--- config.mk ---
export PLATFORM = sky130hd
export DESIGN_NAME = dispatcher_for_in_flit
export DESIGN_NICKNAME = d
export VERILOG_FILES = /design/src/rtl/dispatcher_for_in_flit.sv
export SDC_FILE = /design/constraint.sdc
export NUM_CORES = 1
export LEC_CHECK = 0
export CAP_MARGIN = 20
export CORE_MARGIN = 4
export CORE_UTILIZATION = 40
export DETAILED_ROUTE_END_ITERATION = 16
export GPL_ROUTABILITY_DRIVEN = 0
export GPL_TIMING_DRIVEN = 0
export HOLD_SLACK_MARGIN = 0.15
export PLACE_DENSITY = 0.79
export SYNTH_ARGS = -nofsm -noshare
export SYNTH_HDL_FRONTEND = slang
export SYNTH_SLANG_ARGS = --single-unit
--- constraint.sdc ---
create_clock -name clk -period 2.1 [get_ports clk]
set_clock_uncertainty 0.2 [all_clocks]
set_input_delay 0.42 -clock clk [delete_from_list [all_inputs] [get_ports clk]]
set_output_delay 0.42 -clock clk [all_outputs]
set_load 0.03 [all_outputs]
--- src/rtl/dispatcher_for_in_flit.sv ---
// Download-side flit dispatcher: pops the IN flit FIFO and steers each packet to the
// inst_cache, data_cache or memory download register through a one-entry output stage.
module dispatcher_for_in_flit #(
  parameter int FLIT_W   = 16,
  parameter int DEST_MSB = FLIT_W - 1
) (
  input  logic              clk,
  input  logic              rst,
  input  logic              IN_flit_vld,
  input  logic [FLIT_W-1:0] IN_flit,
  input  logic [1:0]        IN_flit_ctrl,
  input  logic              ic_download_rdy,
  input  logic              dc_download_rdy,
  input  logic              mem_download_rdy,
  output logic              ack_IN_flit,
  output logic              v_flit_to_ic,
  output logic              v_flit_to_dc,
  output logic              v_flit_to_mem,
  output logic [FLIT_W-1:0] flit_out,
  output logic [1:0]        flit_ctrl_out,
  output logic [2:0]        select,
  output logic              err_bad_dest,
  output logic              err_seq
);

  localparam logic [1:0] CTRL_HEAD = 2'b01;
  localparam logic [1:0] CTRL_BODY = 2'b10;
  localparam logic [1:0] CTRL_TAIL = 2'b11;

  typedef enum logic [4:0] {
    IDLE   = 5'b00001,
    IC_DL  = 5'b00010,
    DC_DL  = 5'b00100,
    MEM_DL = 5'b01000,
    DROP   = 5'b10000
  } state_t;

  state_t      state;
  state_t      state_nxt;
  logic        out_v;
  logic        acc;
  logic        ld;
  logic        pop;
  logic        fwd;
  logic        bad_dest;
  logic        seq_err;
  logic [1:0]  dest;
  logic [1:0]  fwd_ctrl;
  logic [2:0]  head_sel;
  logic [2:0]  route_sel;
  logic [2:0]  fwd_sel;

  // Handshakes: a flit leaves the output stage when v_flit_to_x and x_download_rdy are both
  // high at a rising edge; the FIFO head is consumed when ack_IN_flit is high at a rising edge.
  // A stalled output stage holds flit, ctrl and select and blocks further pops (except DROP).
  assign acc  = out_v & |(select & {ic_download_rdy, dc_download_rdy, mem_download_rdy});
  assign ld   = ~out_v | acc;
  assign pop  = rst & IN_flit_vld & (ld | (state == DROP));
  assign ack_IN_flit = pop;

  assign v_flit_to_ic  = out_v & select[2];
  assign v_flit_to_dc  = out_v & select[1];
  assign v_flit_to_mem = out_v & select[0];

  assign dest = IN_flit[DEST_MSB -: 2];

  always_comb begin
    case (dest)
      2'b01:   head_sel = 3'b100;
      2'b10:   head_sel = 3'b010;
      2'b11:   head_sel = 3'b001;
      default: head_sel = 3'b000;
    endcase
  end

  always_comb begin
    case (state)
      IC_DL:   route_sel = 3'b100;
      DC_DL:   route_sel = 3'b010;
      MEM_DL:  route_sel = 3'b001;
      default: route_sel = 3'b000;
    endcase
  end

  // Decision for the flit at the FIFO head; only takes effect when it is popped.
  always_comb begin
    state_nxt = state;
    fwd       = 1'b0;
    fwd_sel   = route_sel;
    fwd_ctrl  = IN_flit_ctrl;
    bad_dest  = 1'b0;
    seq_err   = 1'b0;
    case (state)
      IDLE: begin
        if (IN_flit_ctrl == CTRL_HEAD || IN_flit_ctrl == CTRL_TAIL) begin
          if (head_sel != 3'b000) begin
            fwd     = 1'b1;
            fwd_sel = head_sel;
            if (IN_flit_ctrl == CTRL_HEAD) begin
              case (dest)
                2'b01:   state_nxt = IC_DL;
                2'b10:   state_nxt = DC_DL;
                default: state_nxt = MEM_DL;
              endcase
            end
          end else begin
            bad_dest = 1'b1;
            if (IN_flit_ctrl == CTRL_HEAD) state_nxt = DROP;
          end
        end else begin
          seq_err = 1'b1;
        end
      end
      IC_DL, DC_DL, MEM_DL: begin
        case (IN_flit_ctrl)
          CTRL_BODY: fwd = 1'b1;
          CTRL_TAIL: begin
            fwd       = 1'b1;
            state_nxt = IDLE;
          end
          CTRL_HEAD: begin
            // A stray head inside a packet stays on the current route as a body flit.
            fwd      = 1'b1;
            fwd_ctrl = CTRL_BODY;
            seq_err  = 1'b1;
          end
          default: seq_err = 1'b1;
        endcase
      end
      DROP: begin
        if (IN_flit_ctrl == CTRL_TAIL) state_nxt = IDLE;
      end
      default: state_nxt = IDLE;
    endcase
  end

  always_ff @(posedge clk or negedge rst) begin
    if (!rst) begin
      state         <= IDLE;
      out_v         <= 1'b0;
      flit_out      <= '0;
      flit_ctrl_out <= 2'b00;
      select        <= 3'b000;
      err_bad_dest  <= 1'b0;
      err_seq       <= 1'b0;
    end else begin
      err_bad_dest <= pop & bad_dest;
      err_seq      <= pop & seq_err;
      if (pop) state <= state_nxt;
      if (pop & fwd) begin
        out_v         <= 1'b1;
        flit_out      <= IN_flit;
        flit_ctrl_out <= fwd_ctrl;
        select        <= fwd_sel;
      end else if (acc) begin
        out_v  <= 1'b0;
        select <= 3'b000;
      end
    end
  end

endmodule
==> impl_metrics.ini, run 1 <==
[cells_and_area]
antenna_cells = 0
synthToLayoutAreaGrowth_pct = 63.32
layout.cell_area.non_filler_mm2 = 0.002524
layout.cells.non_filler = 259
nNetsFinal = 234
final.fill_count = 271
post_route_cells_drive_above_1_share_pct = 35.07

[setup_path]
crit_path_cell_trace = a222oi_1, buf_4, a31o_4, inv_4, buf_6
setup.worst_path.end_class = output port
critPathMaxStageDelay_ps = 420
crit_type = reg -> out
number_of_buffer_and_inverter_stages_on_the_critical_path = 3
ff2ff_setup_slack_ps = -70
critPathArrivalTime_ps = 1580
cp.required_ps = 1480
crit_slowest_cell = sky130_fd_sc_hd__dfrtp_2
crit_fanout = 3
worstSetupStartpointType = flop
critical-path-top-delay-family = compound AO/OA/AOI/OAI gates

[grt]
grt_usage_pct = 18.62
grt_max_degree = 19
number_of_global_route_vias_before_repair = 1436
grt_antenna_before_repair = 0
grt_overflow_total = 0
grt_pass1_wl_um = 7196

[timing]
setup_slack_ps = -100.4
tightestPinTransition_ps = 830.1
fin_setup_tns_ps = -1086
timing_hold_violations_final = 0
fmax_mhz = 454.5
rsz0062_at_grt = yes
final_period_minus_worst_setup_slack_ps = 2200
worst_slew_margin_rel_pct = 44.48
slew_violations = 0
number_of_endpoints_failing_setup_at_the_final_stage = 20
min_period_over_period_pct = 104.8

[floorplan]
num_rows = 22
die_area_mm2 = 0.004922
die-width_um = 70.16
initial_util_pct = 41.89
ioPinCount = 51
design.core.area_mm2 = 0.003689
fp.dieH_um = 70.16

[detailed_routing]
drt_first_pass_iters = 4
detailroute.via_count = 1364
detailedRoute.firstIterationViolations = 69
vias_per_cell = 5.266
drt-total-wl_um = 4370
final_routed_wire_length_divided_by_cell_count_um = 16.87
drt_drc_violations_left = 0
drtAntennaViolNets = 0

[status]
failed_checks = negative setup slack
outcome = finished, violations left

[pwr]
power_per_cell_area_mw_per_mm2 = 1430
switching_power_uw = 1434
static_leakage_uw = 0.001185
sequentialPowerShare_pct = 26.5
clock_power_share_pct = 14.0
ir_drop_mv = 0.5542
combPwrFrac_pct = 59.4
p_sw_share_pct = 39.74
power.internal_uw = 2175
report.power.total_uw = 3609

[synthesis]
synth_edf_count = 0
syn-num-nets = 154
synth_warnings = 0
synth.distinct_cells = 45
synth_top_area_share_pct = 45.34
syn_avg_cell_area_um2 = 11.89
synth.top_cells.by_area = sky130_fd_sc_hd__dfrtp_1 45%, sky130_fd_sc_hd__mux2_4 16%, sky130_fd_sc_hd__mux2i_1 3.9%
synth_flop_cell = sky130_fd_sc_hd__dfrtp_1
synth_sequential_area_ratio_pct = 47.04
netlist_instances = 130
synthArstFlopShare_pct = 100.0
synth_largest_area_cell = sky130_fd_sc_hd__dfrtp_1
syn-cell-area_mm2 = 0.001545
flip_flop_and_latch_count_after_synthesis = 29

[clocking]
ctsLongestPathBuffers = 2
clkSlewWorstSetupHoldPaths_ps = 60
cts_inserted_buffers = 5
tritoncts_clock_tree = built
h_tree_lvls = 2
clock_sinks = 29
clockRootBuffer = sky130_fd_sc_hd__clkbuf_8
worstSkewPairLatency_ps = 280

[placed_design]
cells_after_dpl = 227
post_dp_cell_area_mm2 = 0.002118
place.detailed.hpwl_um = 2860
dp_worst_setup_slack_ps = -1188
port-buffer-count = 48

[min_path]
worst_hold_path_class = in -> reg

[run]
cap_violations = 0
## path summary, 6_finish.rpt
| check | start | endpoint | cells after the start |
|---|---|---|---|
| max | select[1]$_DFFE_PN0P_ | ack_IN_flit | 5 |
| min | IN_flit[15] | err_bad_dest$_DFF_PN0_ | 2 |
| max reg2reg | select[1]$_DFFE_PN0P_ | flit_out[15]$_DFFE_PN0P_ | 8 |
| min reg2reg | flit_out[8]$_DFFE_PN0P_ | flit_out[8]$_DFFE_PN0P_ | 1 |
| max in group asynchronous | rst | select[0]$_DFFE_PN0P_ | 3 |
| min in group asynchronous | rst | flit_out[15]$_DFFE_PN0P_ | 2 |
## cells in the mapped netlist (2+ instances only)
master and number:
sky130_fd_sc_hd__dfrtp_1 28, sky130_fd_sc_hd__mux2_4 16, sky130_fd_sc_hd__nand2_1 9, sky130_fd_sc_hd__mux2i_1 6, sky130_fd_sc_hd__nand3_1 6, sky130_fd_sc_hd__nor2_1 5
sky130_fd_sc_hd__a21oi_1 4, sky130_fd_sc_hd__inv_1 4, sky130_fd_sc_hd__o21ai_0 4, sky130_fd_sc_hd__and2_1 3, sky130_fd_sc_hd__buf_2 3, sky130_fd_sc_hd__buf_6 3
sky130_fd_sc_hd__xor2_1 3, sky130_fd_sc_hd__a32o_1 2, sky130_fd_sc_hd__nand2b_1 2, sky130_fd_sc_hd__nor3_1 2, sky130_fd_sc_hd__o211ai_1 2
## sequential cells by signal (all words and copies together), names as in the netlist
name,cells
select,3
flit_ctrl_out,2
err_bad_dest,1
state,5
flit_out,16
err_seq,1
out_v,1
## cell usage in the layout, fill, tap and decap left out, types with 2 or more instances in the layout
master                             n
sky130_fd_sc_hd__mux2_4           16
sky130_fd_sc_hd__dfrtp_1          26
sky130_fd_sc_hd__o211ai_1          2
sky130_fd_sc_hd__mux2i_1           6
sky130_fd_sc_hd__dfrtp_2           2
sky130_fd_sc_hd__clkbuf_8          7
sky130_fd_sc_hd__dlygate4sd3_1     3
sky130_fd_sc_hd__buf_12            2
sky130_fd_sc_hd__a32o_1            2
sky130_fd_sc_hd__buf_8             2
sky130_fd_sc_hd__xor2_1            3
sky130_fd_sc_hd__nor2_1            4
sky130_fd_sc_hd__o21ai_0           4
sky130_fd_sc_hd__buf_2             2
sky130_fd_sc_hd__nand2_1           9
sky130_fd_sc_hd__clkdlybuf4s50_1  39
sky130_fd_sc_hd__inv_1             4
sky130_fd_sc_hd__dlygate4sd2_1     7
sky130_fd_sc_hd__buf_4            18
sky130_fd_sc_hd__and2_1            3
sky130_fd_sc_hd__nor3_1            2
sky130_fd_sc_hd__nand2b_1          2
sky130_fd_sc_hd__buf_6             5
sky130_fd_sc_hd__a21oi_1           3
sky130_fd_sc_hd__nand3_1           5
## per-stage QoR
stage,hold WS [ps],utilization (%)
floorplan,-75.59,-
global placement,289.9,57.02
detailed placement,290.9,57.43
CTS,225.0,63.70
global route,242.3,68.42
finish,238.8,68.42
## per-layer routing
layer | track usage, % | vias to the layer above | wire length (um)
met2 | 32.00 | 64 | 2204
met4 | 6.383 | 0 | 74
met3 | 5.899 | 8 | 282
met5 | 0 | - | 0
li1 | - | 631 | -
met1 | 21.78 | 661 | 1809
## cell type report
| cell class | instances | area [um2] | area share [%] |
|---|---|---|---|
| well taps | 48 | 60.06 | 2.380 |
| clock inverters | 1 | 5.005 | 0.1983 |
| repair buffers | 73 | 711.9 | 28.21 |
| inverters | 5 | 21.27 | 0.8428 |
| flip-flops and latches | 29 | 729.5 | 28.90 |
| clock buffers | 7 | 96.34 | 3.818 |
| multi-input cells | 88 | 802.0 | 31.78 |
| plain buffers | 8 | 97.59 | 3.867 |
## power by group through the flow
stage                     Clock (uW)  Combinational (uW)  Sequential (uW)
after floorplan                    0                 833             1300
after global placement             0                1760              935
after detailed placement           0                1800              955
after CTS                        512                1920              944
after global routing             555                2270              995
final                            506                2150              958
## timing repair
item | 4_1_cts | 5_1_grt
gates cloned | 1 | 1
hold buffers | 3 | 0
setup endpoints to repair | 31 | 24
pin swaps | 3 | 8
setup buffers | 8 | 11
hold endpoints to repair | 28 | 0
gates resized for setup | 25 | 15
## cell families after synthesis
logic type | after synthesis | share of synthesized area [%]
AOI/OAI and AO/OA | 23 | 11.34
xor gates and xnor gates | 4 | 2.754
buffers and inverters | 13 | 5.100
DFF | 29 | 47.04
muxes | 23 | 20.16
and+or+nand+nor | 38 | 13.61
No activity file was read; power rests on OpenSTA's default activity.
==> run 2, diff against run 1 <==
--- a/config.mk
+++ b/config.mk
@@ -8,11 +8,13 @@
 export CAP_MARGIN = 20
 export CORE_MARGIN = 4
 export CORE_UTILIZATION = 40
+export CTS_CLUSTER_DIAMETER = 50
 export DETAILED_ROUTE_END_ITERATION = 16
 export GPL_ROUTABILITY_DRIVEN = 0
 export GPL_TIMING_DRIVEN = 0
 export HOLD_SLACK_MARGIN = 0.15
 export PLACE_DENSITY = 0.79
+export SLEW_MARGIN = 0
 export SYNTH_ARGS = -nofsm -noshare
 export SYNTH_HDL_FRONTEND = slang
 export SYNTH_SLANG_ARGS = --single-unit
==> results of run 2 <==
No change in the layout: final DEF, timing and power equal those of run 1.
==> run 3, diff against run 2 <==
--- a/config.mk
+++ b/config.mk
@@ -13,7 +13,7 @@
 export GPL_ROUTABILITY_DRIVEN = 0
 export GPL_TIMING_DRIVEN = 0
 export HOLD_SLACK_MARGIN = 0.15
-export PLACE_DENSITY = 0.79
+export PLACE_DENSITY = 0.76
 export SLEW_MARGIN = 0
 export SYNTH_ARGS = -nofsm -noshare
 export SYNTH_HDL_FRONTEND = slang
==> constraint.sdc (replaced) <==
create_clock -name clk -period 2.6 [get_ports clk]
set_clock_uncertainty 0.2 [all_clocks]
set_input_delay 0.52 -clock clk [delete_from_list [all_inputs] [get_ports clk]]
set_output_delay 0.52 -clock clk [all_outputs]
set_load 0.03 [all_outputs]
==> run 3 against run 2 <==
The flow now finishes without violations. Clock-buffer cell count decreased by 2. Register-to-register slack improved by 420 ps. Hold slack got worse by 29 ps. Critical path type is now in -> out. Largest cell class is now multi-input combinational cells.
==> impl_metrics.ini, run 3 (synthesized netlist as in run 1, its figures left out) <==
[setup_path]
cp.required_ps = 1880
crit_type = in -> out
setup.worst_path.end_class = output port
critPathArrivalTime_ps = 1780
worstSetupStartpointType = input pin
crit_fanout = 5

[cells_and_area]
antenna_cells = 0
multi_input_combinational_cell_area_um2 = 739.5
largest_register_ffs = 16
register_area_um2 = 726.9
post_route_cells_drive_above_1_share_pct = 24.48
final.fill_count = 312
regMostFlops = flit_out
largestRegisters = flit_out x16, state x5, select x3
nNetsFinal = 215
layout.cell_area.non_filler_mm2 = 0.002237
mostFrequentLayoutCells = 44 x sky130_fd_sc_hd__clkdlybuf4s50_1, 28 x sky130_fd_sc_hd__dfrtp_1, 16 x sky130_fd_sc_hd__mux2_4
finish.utilization_pct = 60.65
layout_commonest_cell = sky130_fd_sc_hd__clkdlybuf4s50_1
synthToLayoutAreaGrowth_pct = 44.78

[timing]
fmax_mhz = 400.1
timing_hold_violations_final = 0
fin_setup_tns_ps = 0
rsz0062_at_grt = no
slew_violations = 0
min_period_over_period_pct = 96.12
number_of_endpoints_failing_setup_at_the_final_stage = 0
worst_slew_margin_rel_pct = 50.09
final_period_minus_worst_setup_slack_ps = 2499
tightestPinTransition_ps = 746.3

[pwr]
switching_power_uw = 1056
p_sw_share_pct = 40.89
combPwrFrac_pct = 56.6
static_leakage_uw = 0.001040
ir_drop_mv = 0.4959
power_per_cell_area_mw_per_mm2 = 1154
clock_power_share_pct = 13.9
power.internal_uw = 1526
sequentialPowerShare_pct = 29.6

[detailed_routing]
drt-total-wl_um = 3758
detailroute.via_count = 1239
drt_first_pass_iters = 4
final_routed_wire_length_divided_by_cell_count_um = 15.66
drtAntennaViolNets = 0
detailedRoute.firstIterationViolations = 42
drt_drc_violations_left = 0
vias_per_cell = 5.163

[grt]
grt_max_degree = 18
number_of_global_route_vias_before_repair = 1302
grt_antenna_before_repair = 0
grt_overflow_total = 0
grt_usage_pct = 16.26
grt_pass1_wl_um = 6306

[placed_design]
place.detailed.hpwl_um = 2751
post_dp_cell_area_mm2 = 0.002101
port-buffer-count = 48

[clocking]
h_tree_lvls = 2
clockRootBuffer = sky130_fd_sc_hd__clkbuf_8
tritoncts_clock_tree = built
clock_sinks = 29
cts_inserted_buffers = 5
ctsLongestPathBuffers = 2
worstSkewPairLatency_ps = 280
clkSlewWorstSetupHoldPaths_ps = 60

[floorplan]
design.core.area_mm2 = 0.003689
num_rows = 22
die-width_um = 70.16
initial_util_pct = 41.89
fp.dieH_um = 70.16
die_area_mm2 = 0.004922
ioPinCount = 51

[run]
cap_violations = 0

[status]
outcome = finished clean

[min_path]
worst_hold_path_class = in -> async
## run 3: cell types whose count changed in the layout (fill, tap and decap cells not counted), sizes merged
cell / before / now
buf: 30 / 12
dlygate4sd2: 7 / 0
clkdlybuf4s50: 39 / 44
clkbuf: 9 / 6
dlymetal6s2s: 0 / 2
clkdlybuf4s15: 0 / 1
clkinv: 1 / 2
clkinvlp: 0 / 1
dlygate4sd3: 3 / 2
## run 3: worst paths after layout
check | startpoint | endpoint | slack (ps) | cells after the start
min | rst | state[0]$_DFFE_PN1P_ | 210 | 2
min in group clk | flit_out[8]$_DFFE_PN0P_ | flit_out[8]$_DFFE_PN0P_ | 310 | 1
min reg2reg | flit_out[8]$_DFFE_PN0P_ | flit_out[8]$_DFFE_PN0P_ | 310 | 1
max | ic_download_rdy | ack_IN_flit | 100 | 5
max in group asynchronous | rst | flit_out[12]$_DFFE_PN0P_ | 950 | 2
max reg2reg | state[2]$_DFFE_PN0P_ | state[1]$_DFFE_PN0P_ | 350 | 8
## run 3: worst max-delay path, stage by stage
cell	delay, ps
sky130_fd_sc_hd__clkdlybuf4s50_1	430
sky130_fd_sc_hd__a222oi_1	350
sky130_fd_sc_hd__a31o_2	260
sky130_fd_sc_hd__inv_2	70
sky130_fd_sc_hd__buf_6	140
## run 3: area by class of cell
cell class,instances,share of cell area (%)
Inverter,5,0.8389
Buffer,8,2.685
Clock inverter,3,0.7830
Multi-Input combinational cell,88,33.05
Timing Repair Buffer,54,24.38
Clock buffer,5,3.076
Sequential cell,29,32.49
Tap cell,48,2.685
## run 3: timing repair
action | CTS | global route
pin swaps | 2 | 2
resized for setup | 9 | 3
gates cloned | 0 | 0
hold endpoints to repair | 17 | 0
hold buffers | 2 | 0
endpoints found under the setup margin | 25 | 1
setup buffers | 2 | 1
## run 3: power by group through the flow
stage                     Clock [uW]  Combinational (uW)  Sequential [uW]
after CTS                        369                1460              763
after global routing             397                1550              788
after global placement             0                1410              756
final                            358                1460              763
after detailed placement           0                1440              771
after floorplan                    0                 662             1050
## run 3: metrics by stage
stage	hold slack [ps]	setup WS [ps]	power [uW]	instances
final	209.4	100.8	2582	240
after global routing	211.0	42.57	2738	240
after CTS	192.1	1.230	2588	239
after detailed placement	291.3	-1057	2209	227
after global placement	290.0	-1269	2167	226
after floorplan	24.41	389.1	1714	130
## run 3: layer usage
layer	up-vias	GRT usage (%)	routed length, um
met4	0	5.532	47
met2	53	26.55	1790
met3	5	5.036	268
met1	594	20.33	1652
met5	-	0	0
li1	587	-	-
